**config.mk**
```make
export PLATFORM = sky130hd
export DESIGN_NAME = seq_divider
export DESIGN_NICKNAME = d
export VERILOG_FILES = /design/src/rtl/math_pkg.sv /design/src/rtl/seq_divider.sv
export SDC_FILE = /design/constraint.sdc
export NUM_CORES = 1
export LEC_CHECK = 0
export ABC_AREA = 1
export CORE_MARGIN = 2
export CORE_UTILIZATION = 45
export CTS_BUF_LIST = sky130_fd_sc_hd__clkbuf_4
export CTS_CLUSTER_SIZE = 8
export DETAILED_ROUTE_END_ITERATION = 10
export PLACE_DENSITY = 0.65
export SLEW_MARGIN = 5
export SYNTH_ARGS = -nofsm -noshare
export SYNTH_HDL_FRONTEND = slang
export SYNTH_SLANG_ARGS = --single-unit
```
**constraint.sdc**
```tcl
create_clock -name clk -period 2.9 [get_ports clk]
set_input_delay 0.725 -clock clk [delete_from_list [all_inputs] [get_ports clk]]
set_output_delay 0.725 -clock clk [all_outputs]
set_load 0.005 [all_outputs]
```
**src/rtl/math_pkg.sv**
```systemverilog
// Shared definitions for the math unit: divider state encoding,
// widths and the sign/magnitude helpers also used by the multiplier.
package math_pkg;

    localparam int DIV_W  = 24;
    localparam int DIV_CW = $clog2(DIV_W);

    typedef enum logic [1:0] {
        IDLE,
        CALC,
        FIX,
        DONE
    } div_state_t;

    // One extra bit so the most negative operand has a representable magnitude.
    function automatic logic [DIV_W:0] abs_ext(input logic [DIV_W-1:0] x);
        logic [DIV_W:0] e;
        e = {x[DIV_W-1], x};
        return x[DIV_W-1] ? -e : e;
    endfunction

    function automatic logic [DIV_W-1:0] neg_if(
        input logic [DIV_W-1:0] x,
        input logic             en
    );
        return en ? -x : x;
    endfunction

endpackage

```
**src/rtl/seq_divider.sv**
```systemverilog
// Radix-2 restoring signed divider, one quotient bit per clock,
// with a start/done handshake and div-by-zero / overflow flags.
module seq_divider
    import math_pkg::*;
#(
    parameter int W = DIV_W
) (
    input  logic         clk,
    input  logic         arst_n,
    input  logic         start,
    input  logic [W-1:0] dividend,
    input  logic [W-1:0] divisor,
    output logic         busy,
    output logic         done,
    output logic [W-1:0] quotient,
    output logic [W-1:0] remainder,
    output logic         div_by_zero,
    output logic         overflow
);

    localparam logic [W:0] MIN_MAG = {2'b01, {(W-1){1'b0}}};
    localparam logic [W:0] ONE     = (W+1)'(1);

    div_state_t state, state_n;

    logic [DIV_CW-1:0] cnt;
    logic [W-1:0]      acc;
    logic [W-1:0]      q_sh;
    logic [W:0]        dvs_m;
    logic [W-1:0]      dvd_raw;
    logic              neg_q;
    logic              neg_r;
    logic              ovf_p;
    logic              dz_p;

    logic [W:0] dvd_abs;
    logic [W:0] dvs_abs;
    logic [W:0] sh;
    logic [W:0] diff;

    assign dvd_abs = abs_ext(dividend);
    assign dvs_abs = abs_ext(divisor);
    assign sh      = {acc, q_sh[W-1]};
    assign diff    = sh - dvs_m;

    always_ff @(posedge clk or negedge arst_n) begin
        if (!arst_n) begin
            state <= IDLE;
        end else begin
            state <= state_n;
        end
    end

    always_comb begin
        state_n = state;
        busy    = (state != IDLE);
        done    = (state == DONE);
        unique case (state)
            IDLE: begin
                if (start) begin
                    state_n = (divisor == '0) ? FIX : CALC;
                end
            end
            CALC: begin
                if (cnt == '0) begin
                    state_n = FIX;
                end
            end
            FIX:     state_n = DONE;
            DONE:    state_n = IDLE;
            default: state_n = IDLE;
        endcase
    end

    always_ff @(posedge clk or negedge arst_n) begin
        if (!arst_n) begin
            cnt         <= '0;
            acc         <= '0;
            q_sh        <= '0;
            dvs_m       <= '0;
            dvd_raw     <= '0;
            neg_q       <= 1'b0;
            neg_r       <= 1'b0;
            ovf_p       <= 1'b0;
            dz_p        <= 1'b0;
            quotient    <= '0;
            remainder   <= '0;
            div_by_zero <= 1'b0;
            overflow    <= 1'b0;
        end else begin
            unique case (state)
                IDLE: begin
                    if (start) begin
                        cnt     <= DIV_CW'(W-1);
                        acc     <= '0;
                        q_sh    <= dvd_abs[W-1:0];
                        dvs_m   <= dvs_abs;
                        dvd_raw <= dividend;
                        neg_q   <= dividend[W-1] ^ divisor[W-1];
                        neg_r   <= dividend[W-1];
                        dz_p    <= (divisor == '0);
                        // Only -2^(W-1) has this magnitude; |b|==1 with sign set is -1.
                        ovf_p   <= (dvd_abs == MIN_MAG) && (dvs_abs == ONE)
                                   && divisor[W-1];
                    end
                end
                CALC: begin
                    if (diff[W]) begin
                        acc <= {acc[W-2:0], q_sh[W-1]};
                    end else begin
                        acc <= diff[W-1:0];
                    end
                    q_sh <= {q_sh[W-2:0], ~diff[W]};
                    cnt  <= cnt - DIV_CW'(1);
                end
                FIX: begin
                    if (dz_p) begin
                        quotient    <= '1;
                        remainder   <= dvd_raw;
                        div_by_zero <= 1'b1;
                        overflow    <= 1'b0;
                    end else begin
                        quotient    <= neg_if(q_sh, neg_q);
                        remainder   <= neg_if(acc, neg_r);
                        div_by_zero <= 1'b0;
                        overflow    <= ovf_p;
                    end
                end
                default: begin
                end
            endcase
        end
    end

endmodule
```
==> impl_metrics.env, run 1 <==
export IMPL_first_pass_iters=5
export IMPL_wirelength_mm=35.27
export IMPL_utilization_pct=53.49
export IMPL_antenna_left=0
export IMPL_path_max_fanout=5
export IMPL_cts_buffer_depth=2
export IMPL_cts_resized_gates=0
export IMPL_cts_root_buf="clkbuf_4"
export IMPL_yosysSeqAreaShare_pct=36.63
export IMPL_peakVddDrop_mv=0.6126
export IMPL_rsz0062_at_grt="false"
export IMPL_cts_tree="built"
export IMPL_grt_overflow_total=0
export IMPL_r2r_setup_slack_ps=260
export IMPL_post_cts_setup_buffers=0
export IMPL_outcome="finished, final reports clean"
export IMPL_synth_cells=1558
export IMPL_hold_path_class="in2async"
export IMPL_total_leakage_power_uw=0.006025
export IMPL_avgViaCountPerCell=5.379
export IMPL_synth_edff_count=0
export IMPL_power_density_nw_per_um2=1126
export IMPL_h_tree_depth=4
export IMPL_fill_cells=2399
export IMPL_coreArea_um2=23400
export IMPL_cts_made_buffers=17
export IMPL_synth_ff_type="dfrtp_1"
export IMPL_vias=10780
export IMPL_track_usage_pct=28.67
export IMPL_switching_share_pct=51.52
export IMPL_power_switching_uw=7262
export IMPL_p_total_uw=14100
export IMPL_skew_ps=42.53
export IMPL_cts_sinks=157
export IMPL_synth_seq_cells=157
export IMPL_hold_buffers=0
export IMPL_critPathLaunchType="flop"
export IMPL_cap_viol_max_count=0
export IMPL_crit_arrival_ps=1960
export IMPL_critPathLaunch="state[0]"
export IMPL_synth_nets=1644
export IMPL_rows=56
export IMPL_p_comb_share_pct=62.4
export IMPL_grt_pass1_wl_mm=54.97
export IMPL_clock_latency_ps=580
export IMPL_avgSynthCellArea_um2=6.885
export IMPL_setup_worst_path_end_class="primary output"
export IMPL_antenna_found_initial=1
export IMPL_path_class="reg2out"
export IMPL_relSlewSlack_pct=51.58
export IMPL_start_util_pct=45.84
export IMPL_r2r_start="q_sh[23]"
export IMPL_p_int_uw=6834
export IMPL_finalSetupViolCount=0
export IMPL_dr_first_iter_drc_count=854
export IMPL_ys_types=48
export IMPL_ys_warnings_count=0
export IMPL_drive_gt1_share_pct=6.655
export IMPL_pwr_share_clk_pct=8.9
export IMPL_min_period_over_period_pct=92.57
export IMPL_die_h_um=158.4
export IMPL_post_route_min_period_ps=2685
export IMPL_clkSlewWorstSetupHoldPaths_ps=170
export IMPL_io_pins=103
export IMPL_die_w_um=158.4
export IMPL_crit_required_ps=2170
export IMPL_first_global_vias=10060
export IMPL_die_area_um2=25090
export IMPL_drc=0
export IMPL_port_buffer_count=102
export IMPL_grt_max_degree=61
export IMPL_async_reset_ff_share_pct=100.0
export IMPL_synthToLayoutAreaGrowth_pct=16.70
export IMPL_gp_congestion=0.9498
export IMPL_timing_hold_violations_final=0
export IMPL_seq_power_share_pct=28.7
export IMPL_num_nets_final=1756
export IMPL_wl_per_cell_um=17.59
export IMPL_finalMaxSlewViolations=0
export IMPL_worstMarginPinSlew_ps=726.2
export IMPL_max_freq_ghz=0.3725
export IMPL_mappedNetlistArea_um2=10730
export IMPL_dp_final_hpwl_mm=28.08
==> final cells by class <==
cell class	count	area (um^2)	share of cell area [%]
Multi-Input combinational cell	1155	5837	46.63
Timing Repair Buffer	147	1385	11.06
Antenna cell	3	7.507	0.05997
Tap cell	319	399.1	3.188
Inverter	192	720.7	5.757
Clock inverter	15	112.6	0.8995
Sequential cell	157	3929	31.38
Clock buffer	17	127.6	1.019
==> cell families (layout without fill, tap and decap cells) <==
logic type,Yosys count,after routing,synth area share [%]
XOR/XNOR,48,48,3.919
AND/OR/NAND/NOR,838,838,33.36
flip-flops,157,157,36.63
buffers and inverters,246,371,9.005
adder cells (fa/ha/maj),35,35,4.153
other,0,3,0
AO/OA/AOI/OAI,234,234,12.94
==> power by group through the flow <==
stage	Clock, uW	Sequential (uW)	Combinational [uW]
after floorplan	0	3800	6140
after global placement	0	4060	8630
after detailed placement	0	4070	8710
after CTS	1270	4030	8750
after global routing	1360	4160	9910
final	1250	4050	8790
==> routing by layer <==
| layer | wire [um] | global-route usage (%) | part of all wire (%) | vias to the layer above |
|---|---|---|---|---|
| met1 | 16450 | 41.01 | 47 | 5050 |
| met3 | 2180 | 4.464 | 6.2 | 41 |
| met4 | 642 | 7.164 | 1.8 | 0 |
| li1 | - | - | - | 5317 |
| met5 | 0 | 0 | 0 | - |
| met2 | 15990 | 45.51 | 45 | 376 |
==> path summary, 6_finish.rpt <==
| kind | end | depth (start not counted) |
|---|---|---|
| max reg2reg | acc[7] | 16 |
| min reg2reg | div_by_zero | 2 |
| min | remainder[22] | 1 |
| min in group clk | div_by_zero | 2 |
| max in group asynchronous | quotient[4] | 2 |
| max | busy | 4 |
==> worst max-delay path, cell delays in order (launching register included) <==
cell and delay [ps]:
dfrtp_1 400, inv_1 90, ha_1 250, inv_1 150, clkdlybuf4s50_1 520
==> Yosys cell counts (all sizes together), types with 15 or more instances <==
cell,count,area (um^2)
dfrtp,157,3929
clkbuf,40,150.1
xnor2,15,131.4
nor2,158,628.1
o221ai,21,183.9
nand3,150,755.7
a21oi,44,224.0
xor2,33,289.0
ha,34,425.4
o21ai,112,560.5
nor3,25,145.1
nand2,465,1785
inv,191,716.9
nand4,20,125.1
==> registers in the layout (all words and copies together), names as in the netlist <==
| signal | cells |
|---|---|
| acc | 24 |
| state | 2 |
| ovf_p | 1 |
| remainder | 24 |
| cnt | 5 |
| dvd_raw | 24 |
| neg_q | 1 |
| dvs_m | 25 |
| q_sh | 24 |
| quotient | 24 |
| div_by_zero | 1 |
| dz_p | 1 |
| overflow | 1 |
==> cells in the final DEF, fill, tap and decap left out, types with 15 or more instances in the layout <==
master	instances
buf_4	43
o21ai_0	104
o221ai_1	21
inv_1	188
dfrtp_1	157
clkbuf_4	17
nor3_1	21
nor2_1	148
nand2_1	452
ha_1	33
xnor2_1	15
nand4_1	20
a21oi_1	43
nand3_1	149
clkdlybuf4s50_1	101
xor2_1	33
==> stage by stage <==
stage	setup TNS [ps]	setup WS [ps]	hold slack, ps	std cells	area, um^2
floorplan	0	680.0	429.4	1558	10730
global placement	-25.28	-25.28	459.3	1970	12270
detailed placement	-86.97	-86.97	464.1	1970	12270
CTS	0	162.3	91.23	2002	12510
global route	0	89.68	97.25	2004	12520
finish	0	215.4	93.43	2005	12520
No activity file was read; power rests on OpenSTA's default activity.
==> run 2, diff against run 1 <==
SLEW_MARGIN = unset   (was 5)
==> results of run 2 <==
Final layout, timing and power as in run 1 (identical DEF).
==> run 3, diff against run 2 <==
SKIP_CTS_REPAIR_TIMING = 1   (was unset)
==> results of run 3 <==
Final layout, timing and power as in run 1 (identical DEF).
